## config.mk

```make
export PLATFORM = sky130hd
export DESIGN_NAME = aes_word_sequencer_flat
export DESIGN_NICKNAME = d
export VERILOG_FILES = /design/src/rtl/aes_word_sequencer_if.sv /design/src/rtl/aes_word_sequencer.sv /design/src/flat_wrapper.sv
export SDC_FILE = /design/constraint.sdc
export NUM_CORES = 1
export LEC_CHECK = 0
export ABC_AREA = 1
export CAP_MARGIN = 30
export CORE_AREA = 5 5 245 247
export DETAILED_ROUTE_END_ITERATION = 8
export DIE_AREA = 0 0 250 252
export PLACE_DENSITY = 0.66
export SYNTH_ARGS = -nofsm -noshare
export SYNTH_HDL_FRONTEND = slang
export SYNTH_SLANG_ARGS = --single-unit
export TNS_END_PERCENT = 100
```

## constraint.sdc

```tcl
create_clock -name clk -period 6.25 [get_ports clk]
set_clock_uncertainty 0.1 [all_clocks]
set_input_delay 0.625 -clock clk [delete_from_list [all_inputs] [get_ports clk]]
set_output_delay 0.625 -clock clk [all_outputs]
set_load 0.02 [all_outputs]
```

## src/rtl/aes_word_sequencer_if.sv

```systemverilog
// Bundle between the AES word sequencer and its neighbours: key-word writes, the 32-bit input
// and output word streams, the core-side control/data, and a debug view of the sequencer state.
//
// Handshake semantics: a word moves on a rising clk edge where valid & ready are both high.
// The producer holds valid and data stable until that edge. ready may change freely when valid
// is low. key_wr has no hold requirement: a write on a cycle without key_ready is simply dropped.
interface aes_word_sequencer_if;
  logic         key_wr;
  logic [2:0]   key_idx;
  logic [31:0]  key_word;
  logic         key_ready;

  logic         in_valid;
  logic         in_ready;
  logic [31:0]  in_data;
  logic         in_enc_dec;
  logic [1:0]   in_mode;

  logic         out_valid;
  logic         out_ready;
  logic [31:0]  out_data;
  logic         err;

  logic         core_start;
  logic         core_enc_dec;
  logic [1:0]   core_mode;
  logic [255:0] core_key;
  logic [127:0] core_data_in;
  logic [127:0] core_data_out;
  logic         core_done;

  logic [1:0]   dbg_state;

  modport master (
    output key_wr, key_idx, key_word, in_valid, in_data, in_enc_dec, in_mode,
           out_ready, core_data_out, core_done,
    input  key_ready, in_ready, out_valid, out_data, err, core_start, core_enc_dec,
           core_mode, core_key, core_data_in, dbg_state
  );

  modport slave (
    input  key_wr, key_idx, key_word, in_valid, in_data, in_enc_dec, in_mode,
           out_ready, core_data_out, core_done,
    output key_ready, in_ready, out_valid, out_data, err, core_start, core_enc_dec,
           core_mode, core_key, core_data_in, dbg_state
  );
endinterface

```

## src/rtl/aes_word_sequencer.sv

```systemverilog
// Word-stream adapter for an AES core: packs four input words into a block, holds a 256-bit key,
// starts the core, waits for done (with timeout) and streams the result out MSW first.
module aes_word_sequencer #(
  parameter int TIMEOUT_CYC = 64
) (
  input  logic               clk,
  input  logic               reset,
  aes_word_sequencer_if.slave bus
);

  localparam int TW = $clog2(TIMEOUT_CYC);
  localparam logic [TW-1:0] TIMER_LAST = TW'(TIMEOUT_CYC - 1);

  typedef enum logic [1:0] {
    S_FILL  = 2'd0,
    S_START = 2'd1,
    S_WAIT  = 2'd2,
    S_DRAIN = 2'd3
  } state_t;

  state_t         state, state_nxt;
  logic [1:0]     wcnt;
  logic [1:0]     rcnt;
  logic [TW-1:0]  timer;
  logic [255:0]   key_q;
  logic [127:0]   blk_q;
  logic [127:0]   out_buf;
  logic           enc_dec_q;
  logic [1:0]     mode_q;
  logic           err_q;

  logic in_ready_c, out_valid_c, key_ready_c, start_c, timeout_c;
  logic in_fire, out_fire, key_fire;

  always_comb begin
    state_nxt   = state;
    in_ready_c  = 1'b0;
    out_valid_c = 1'b0;
    key_ready_c = 1'b0;
    start_c     = 1'b0;
    timeout_c   = 1'b0;
    case (state)
      S_FILL: begin
        in_ready_c  = 1'b1;
        key_ready_c = (wcnt == 2'd0);
        if (bus.in_valid && wcnt == 2'd3) state_nxt = S_START;
      end
      S_START: begin
        start_c   = 1'b1;
        state_nxt = S_WAIT;
      end
      S_WAIT: begin
        // A done arriving on the last timer cycle still counts as success.
        if (bus.core_done) begin
          state_nxt = S_DRAIN;
        end else if (timer == TIMER_LAST) begin
          timeout_c = 1'b1;
          state_nxt = S_FILL;
        end
      end
      S_DRAIN: begin
        out_valid_c = 1'b1;
        if (bus.out_ready && rcnt == 2'd3) state_nxt = S_FILL;
      end
      default: state_nxt = S_FILL;
    endcase
  end

  assign in_fire  = in_ready_c & bus.in_valid;
  assign out_fire = out_valid_c & bus.out_ready;
  assign key_fire = key_ready_c & bus.key_wr;

  always_ff @(posedge clk) begin
    if (reset) begin
      state     <= S_FILL;
      wcnt      <= 2'd0;
      rcnt      <= 2'd0;
      timer     <= '0;
      key_q     <= '0;
      blk_q     <= '0;
      out_buf   <= '0;
      enc_dec_q <= 1'b0;
      mode_q    <= 2'b00;
      err_q     <= 1'b0;
    end else begin
      state <= state_nxt;
      // Slot n of the block sits at bits [127-32n -: 32]; ~n*32 gives its low bit.
      if (in_fire) begin
        blk_q[{~wcnt, 5'b0} +: 32] <= bus.in_data;
        wcnt <= wcnt + 2'd1;
        if (wcnt == 2'd0) begin
          enc_dec_q <= bus.in_enc_dec;
          mode_q    <= bus.in_mode;
        end
      end
      if (key_fire) key_q[{~bus.key_idx, 5'b0} +: 32] <= bus.key_word;
      if (state == S_START) timer <= '0;
      else if (state == S_WAIT) timer <= timer + TW'(1);
      if (state == S_WAIT && bus.core_done) out_buf <= bus.core_data_out;
      if (timeout_c) err_q <= 1'b1;
      if (out_fire) rcnt <= rcnt + 2'd1;
    end
  end

  assign bus.in_ready     = in_ready_c;
  assign bus.out_valid    = out_valid_c;
  assign bus.key_ready    = key_ready_c;
  assign bus.core_start   = start_c;
  assign bus.out_data     = out_buf[{~rcnt, 5'b0} +: 32];
  assign bus.err          = err_q;
  assign bus.core_key     = key_q;
  assign bus.core_data_in = blk_q;
  assign bus.core_mode    = mode_q;
  assign bus.core_enc_dec = enc_dec_q;
  assign bus.dbg_state    = state;

endmodule
```

## src/flat_wrapper.sv

```systemverilog
// flat-port wrapper written by rule: the top's interface ports become plain ports
module aes_word_sequencer_flat 
#(
  parameter int TIMEOUT_CYC = 64
)
  (clk, reset, bus_key_wr, bus_key_idx, bus_key_word, bus_in_valid, bus_in_data, bus_in_enc_dec, bus_in_mode, bus_out_ready, bus_core_data_out, bus_core_done, bus_key_ready, bus_in_ready, bus_out_valid, bus_out_data, bus_err, bus_core_start, bus_core_enc_dec, bus_core_mode, bus_core_key, bus_core_data_in, bus_dbg_state);
  aes_word_sequencer_if bus_i ();
  input  logic clk;
  input  logic reset;
  input wire logic [$bits(bus_i.key_wr)-1:0] bus_key_wr;
  input wire logic [$bits(bus_i.key_idx)-1:0] bus_key_idx;
  input wire logic [$bits(bus_i.key_word)-1:0] bus_key_word;
  input wire logic [$bits(bus_i.in_valid)-1:0] bus_in_valid;
  input wire logic [$bits(bus_i.in_data)-1:0] bus_in_data;
  input wire logic [$bits(bus_i.in_enc_dec)-1:0] bus_in_enc_dec;
  input wire logic [$bits(bus_i.in_mode)-1:0] bus_in_mode;
  input wire logic [$bits(bus_i.out_ready)-1:0] bus_out_ready;
  input wire logic [$bits(bus_i.core_data_out)-1:0] bus_core_data_out;
  input wire logic [$bits(bus_i.core_done)-1:0] bus_core_done;
  output wire logic [$bits(bus_i.key_ready)-1:0] bus_key_ready;
  output wire logic [$bits(bus_i.in_ready)-1:0] bus_in_ready;
  output wire logic [$bits(bus_i.out_valid)-1:0] bus_out_valid;
  output wire logic [$bits(bus_i.out_data)-1:0] bus_out_data;
  output wire logic [$bits(bus_i.err)-1:0] bus_err;
  output wire logic [$bits(bus_i.core_start)-1:0] bus_core_start;
  output wire logic [$bits(bus_i.core_enc_dec)-1:0] bus_core_enc_dec;
  output wire logic [$bits(bus_i.core_mode)-1:0] bus_core_mode;
  output wire logic [$bits(bus_i.core_key)-1:0] bus_core_key;
  output wire logic [$bits(bus_i.core_data_in)-1:0] bus_core_data_in;
  output wire logic [$bits(bus_i.dbg_state)-1:0] bus_dbg_state;
  assign bus_i.key_wr = bus_key_wr;
  assign bus_i.key_idx = bus_key_idx;
  assign bus_i.key_word = bus_key_word;
  assign bus_i.in_valid = bus_in_valid;
  assign bus_i.in_data = bus_in_data;
  assign bus_i.in_enc_dec = bus_in_enc_dec;
  assign bus_i.in_mode = bus_in_mode;
  assign bus_i.out_ready = bus_out_ready;
  assign bus_i.core_data_out = bus_core_data_out;
  assign bus_i.core_done = bus_core_done;
  assign bus_key_ready = bus_i.key_ready;
  assign bus_in_ready = bus_i.in_ready;
  assign bus_out_valid = bus_i.out_valid;
  assign bus_out_data = bus_i.out_data;
  assign bus_err = bus_i.err;
  assign bus_core_start = bus_i.core_start;
  assign bus_core_enc_dec = bus_i.core_enc_dec;
  assign bus_core_mode = bus_i.core_mode;
  assign bus_core_key = bus_i.core_key;
  assign bus_core_data_in = bus_i.core_data_in;
  assign bus_dbg_state = bus_i.dbg_state;
  aes_word_sequencer #(.TIMEOUT_CYC(TIMEOUT_CYC)) u_core (.clk(clk), .reset(reset), .bus(bus_i));
endmodule
```

* After elaboration in Yosys (flattened, before gate mapping)
Index checks and enable logic that the tools add are counted.
Word-level totals: word-level logic and storage cells 57, flip-flop bits (word level) 528
Operators by class: reductions and logical operators 8, bitwise gates (word level) 6, add/subtract/negate cells 5, shifts and indexed selects 5, equal/unequal tests 9, muxes and demuxes 14
Operator list (number):
- $bwmux 256 | 1
- $shift 32x10->256 const A | 1
- $shiftx 32x10->256 | 1
- $bwmux 128 | 1
- $shift 32x9->128 const A | 1
- $shiftx 128x8->32 | 1
- $shiftx 32x9->128 | 1
- $neg 8->10 | 1
- $neg 7->9 | 1
- $eq 2x2->1 const B | 4
- $mux 2 | 4
- $pmux 2 s4 | 1
- $mux 1 | 7
- $add 6x1->6 const B | 1
- $eq 6x6->1 const B | 1
- $add 2x1->2 const B | 2
- $logic_not 2->1 | 2
- $ne 2x1->1 const B | 2
- $not 2->2 | 2
- $and 1x1->1 | 3
- $logic_and 1x1->1 | 3
- $ne 3x2->1 const B | 1
- $not 3->3 | 1
- $reduce_and 3->1 | 1
- 3 further kinds | 3

* Logic depth before layout (Yosys ltp)
depth in word-level cells 4, depth in mapped cells 11

* Worst setup path before layout
OpenSTA, ideal clock, no wires.
path kind reg-to-output, from register u_core.wcnt[0], to output bus_key_ready, path slack 3739 ps, data required time 5525 ps, arrival 1786 ps, stages on the path, launching flop included 8, path through dfxtp_1 inv_2 clkbuf_1 ha_1 clkbuf_1 buf_1 nand2_1 inv_1
On the way: cells in the longest elaborated chain, start to end 2
RTL lines:
- start: declaration | RTL line aes_word_sequencer.sv:22 | logic [1:0] wcnt;
- start signal: assignment | RTL line aes_word_sequencer.sv:90 | wcnt <= wcnt + 2'd1;
- $logic_not 2->1 | RTL line aes_word_sequencer.sv:45 | key_ready_c = (wcnt == 2'd0);
- $mux 1 | RTL line aes_word_sequencer.sv:42 | case (state)
- end: declaration | RTL line flat_wrapper.sv:20 | output wire logic [$bits(bus_i.key_ready)-1:0] bus_key_ready;
Every way passes these cells.

* Worst setup path in the final report
from input bus_key_idx[0], to register u_core.key_q[156] (netlist: u_core.bus.core_key[156])
On the way: cells in the longest elaborated chain, start to end 4
RTL lines:
- start: declaration | RTL line flat_wrapper.sv:11 | input wire logic [$bits(bus_i.key_idx)-1:0] bus_key_idx;
- $not 3->3 * | RTL line aes_word_sequencer.sv:96 | if (key_fire) key_q[{~bus.key_idx, 5'b0} +: 32] <= bus.key_word;
- $neg 8->10 * | RTL line aes_word_sequencer.sv:96
- $shiftx 32x10->256 / $shift 32x10->256 (equally long branches) | RTL line aes_word_sequencer.sv:96
- $bwmux 256 * | RTL line aes_word_sequencer.sv:96
- end signal: indexed assignment | RTL line aes_word_sequencer.sv:96
- end: declaration | RTL line aes_word_sequencer.sv:25 | logic [255:0] key_q;
Every way passes the cells marked *; elsewhere a longest branch is shown, timed or not. A chain may end at the register's enable or synchronous reset.

==> flow_summary_export.csv <==
group,metric,value,unit
clock_network,cts_buffer_depth,3,
power,power_frac_clock,36.6,%
clock_network,root_buffer,"clkbuf_16",
logic_synthesis,synth_top_area_share,48.0,%
clock_network,clock_latency,0.60,ns
floorplanning,die_h,252,um
floorplanning,fp.dieW,250,um
clock_network,cts_tree,"yes",
clock_network,clkSinkCount,528,
critical_path,critPathKind,"primary input to flip-flop",
sta,hold_violations,0,
drt,viasPerCell,5.13,
global_routing,use_met1,32.5,%
global_routing,grt_pass1_wl,131,mm
critical_path,slowest_stage,"clkdlybuf4s50_1",
placement,place_hpwl,61.7,mm
logic_synthesis,synth-seq-cells,528,
outcome,status,"finished clean",
global_routing,antenna_found_initial,9,
critical_path,cp.required,6.66,ns
sta,finalSetupTns,0,ns
drt,drtIter0Drc,2172,
critical_path,cp_data_arrival_time,4.67,ns
sta,rsz0062_at_grt,"false",
power,cellPowerDensity,316,nW/um2
logic_synthesis,syn_area,22000,um2
logic_synthesis,synth_warnings,0,
sta,max_freq,0.235,GHz
logic_synthesis,synth_common_cells,"814 x nand2_1, 528 x dfxtp_1, 443 x nor2_1, 380 x a21oi_1, 272 x nand3_1",
drt,vias,22764,
global_routing,grt_usage,26.2,%
cells_and_area,nets,3837,
flow_run,max_cap_viol_count,0,
placement,routabilityCongestion,0.906,
clock_network,path_clk_slew,0.06,ns
global_routing,use_met3,7.61,%
logic_synthesis,synthArstFlopShare,0,%
drt,wirelength,88.7,mm
cells_and_area,drive_above_1_share,4.25,%
sta,setup_viol,0,
logic_synthesis,synth.distinct_cells,28,
logic_synthesis,syn_inst,3154,
placement,io_buffers,629,
logic_synthesis,ys.flop_type,"dfxtp_1",
power,power_frac_comb,24.8,%
sta,fin_crit_sh,68.1,%
logic_synthesis,synth_area_leaders,"dfxtp_1 48%, nand2_1 14%, a21oi_1 8.6%",
floorplanning,row_count,88,
power,seq_power_share,38.6,%
sta,slew_headroom,30.3,%
drt,first_pass_iters,6,
sta,slew_violations,0,
logic_synthesis,syn-num-nets,3368,
power,peakVddDrop,0.263,mV
clock_network,hold_buffers,0,
critical_path,cp_cell_sequence,"clkdlybuf4s50_1 > ha_1 > inv_2 > nand2_1 > nand3b_1 > nor2_4 > buf_4 > nand2_1 > nand2_1 > nor2_1",
drt,drc,0,
logic_synthesis,syn_area_per_cell,6.98,um2
logic_synthesis,synth.most_common_cell,"nand2_1",
power,power.share.switching,33.0,%
clock_network,cts_htree_levels,2,
floorplanning,initial_core_util,38.4,%
global_routing,grt-ovfl-total,0,
global_routing,top_usage_layer,"met2",
critical_path,worst_setup_path_end_kind,"flip-flop",
critical_path,critical-path-max-stage-delay,0.82,ns
clock_network,post_cts_buffers,0,
critical_path,crit_top_cell,"nand2_1",
drt,antenna_left,0,
global_routing,grt_util_met2,42.9,%
power,p_switching,3190,uW
cells_and_area,syn2layout_area_growth,38.5,%
power,leakage,0.0112,uW
global_routing,grt_pass1_vias,21060,
floorplanning,die-area,63000,um2
global_routing,grt_max_degree,180,
floorplanning,io_pins,630,
worst_hold_path,hp-class,"flip-flop to flip-flop",
sta,worst_pin_slew,1.04,ns
clock_network,cts_resized,0,
critical_path,cp_num_buf_inv,3,
logic_synthesis,ys_seq_area_share,48.0,%
logic_synthesis,synth_edf_count,0,
drt,drt-wirelength-per-cell,20.0,um
sta,hold_slack,0.358,ns
critical_path,start_kind,"primary input",
logic_synthesis,synth.largest_area_cell,"dfxtp_1",
power,intPower,6460,uW
floorplanning,core,57400,um2
critical_path,crit_fanout,40,
clock_network,cts_buffers,58,
critical_path,crit_family,"buffers and inverters",
sta,min_period,4.26,ns
==> registers in the layout, summed over array words and instances, names as in the netlist <==
| signal | flops |
|---|---|
| u_core.out_buf | 128 |
| u_core.bus.core_data_in | 128 |
| u_core.bus.err | 1 |
| u_core.timer | 6 |
| u_core.wcnt | 2 |
| u_core.bus.core_enc_dec | 1 |
| u_core.rcnt | 2 |
| u_core.bus.dbg_state | 2 |
| u_core.bus.core_mode | 2 |
| u_core.bus.core_key | 256 |
==> final timing paths <==
check,from,endpoint,slack [ns],depth (start not counted)
min reg2reg,u_core.bus.err$_SDFFE_PP0P_,u_core.bus.err$_SDFFE_PP0P_,0.36,2
min,u_core.bus.err$_SDFFE_PP0P_,u_core.bus.err$_SDFFE_PP0P_,0.36,2
max reg2reg,u_core.wcnt[1]$_SDFFE_PP0P_,u_core.bus.core_key[4]$_SDFFE_PP0P_,3.01,10
max,bus_key_idx[0],u_core.bus.core_key[156]$_SDFFE_PP0P_,1.99,10
==> layout by cell type, fill, tap and decap left out, types with 2 or more instances in the layout <==
cell type / synthesis / routed
o21ai_1: 18 / 18
bufinv_16: 0 / 3
inv_2: 4 / 5
nand4_1: 26 / 26
nor2_1: 443 / 443
diode_2: 0 / 7
clkdlybuf4s50_1: 0 / 627
o22ai_1: 32 / 32
clkbuf_16: 0 / 59
a21oi_1: 380 / 380
nor3_1: 113 / 112
clkbuf_1: 153 / 11
inv_1: 143 / 141
xor2_1: 2 / 2
buf_12: 0 / 2
clkbuf_8: 0 / 22
nand2_1: 814 / 812
ha_1: 10 / 10
clkinv_2: 0 / 7
o21ai_0: 95 / 95
nor2_4: 8 / 9
nor2_2: 5 / 4
buf_16: 0 / 3
dfxtp_1: 528 / 527
nand2_2: 3 / 4
nand3_1: 272 / 272
buf_4: 17 / 29
==> cell type report <==
cell class / instances / area, um2
inverter: 148 / 558
clock inverter: 12 / 143
tap: 765 / 957
antenna: 7 / 17.5
fill: 5532 / 26900
timing repair buffer: 662 / 6630
clock buffer: 92 / 1820
multi-input combinational: 2225 / 9820
sequential: 528 / 10600
==> power by group through the flow <==
| stage | clock (uW) | sequential, uW | combinational, uW |
|---|---|---|---|
| global route | 3720 | 3750 | 2590 |
| floorplan | 0 | 3950 | 1300 |
| CTS | 3590 | 3720 | 2390 |
| global placement | 0 | 3790 | 2370 |
| finish | 3530 | 3730 | 2400 |
| detailed placement | 0 | 3800 | 2380 |
==> metrics by stage <==
stage / setup WS (ns) / power (uW) / util, % / instances / instance area, um2
floorplan: 3.74 / 5250 / - / 3154 / 22000
global placement: 1.55 / 6170 / 49.6 / 4324 / 28400
detailed placement: 1.43 / 6180 / 49.7 / 4328 / 28500
CTS: 2.09 / 9700 / 53.2 / 4432 / 30500
global route: 1.66 / 10100 / 53.2 / 4439 / 30500
finish: 1.99 / 9660 / 53.2 / 4439 / 30500
==> cell families after synthesis <==
| logic type | count (synthesis) | share of synthesized area, % |
|---|---|---|
| AOI/OAI and AO/OA | 525 | 12.1 |
| xor gates and xnor gates | 2 | 0.0795 |
| adders and majority gates | 10 | 0.568 |
| buffers and inverters | 401 | 7.54 |
| DFF | 528 | 48.0 |
| and+or+nand+nor | 1688 | 31.7 |
==> layer usage <==
layer	share of wire, %	vias to the layer above
met5	0.037	-
met4	4.8	4
met1	40	10544
met2	46	900
met3	8.5	191
li1	-	11125
==> worst reg2reg max path: stages (launching register included) <==
cell	delay, ns
dfxtp_1	0.36
inv_1	0.11
ha_1	0.15
buf_4	0.42
nand3_4	0.34
inv_2	0.49
nand2_2	0.50
buf_4	0.43
nand2_1	0.11
nand2_1	0.05
nor2_1	0.11
No activity file was read; power rests on OpenSTA's default activity.
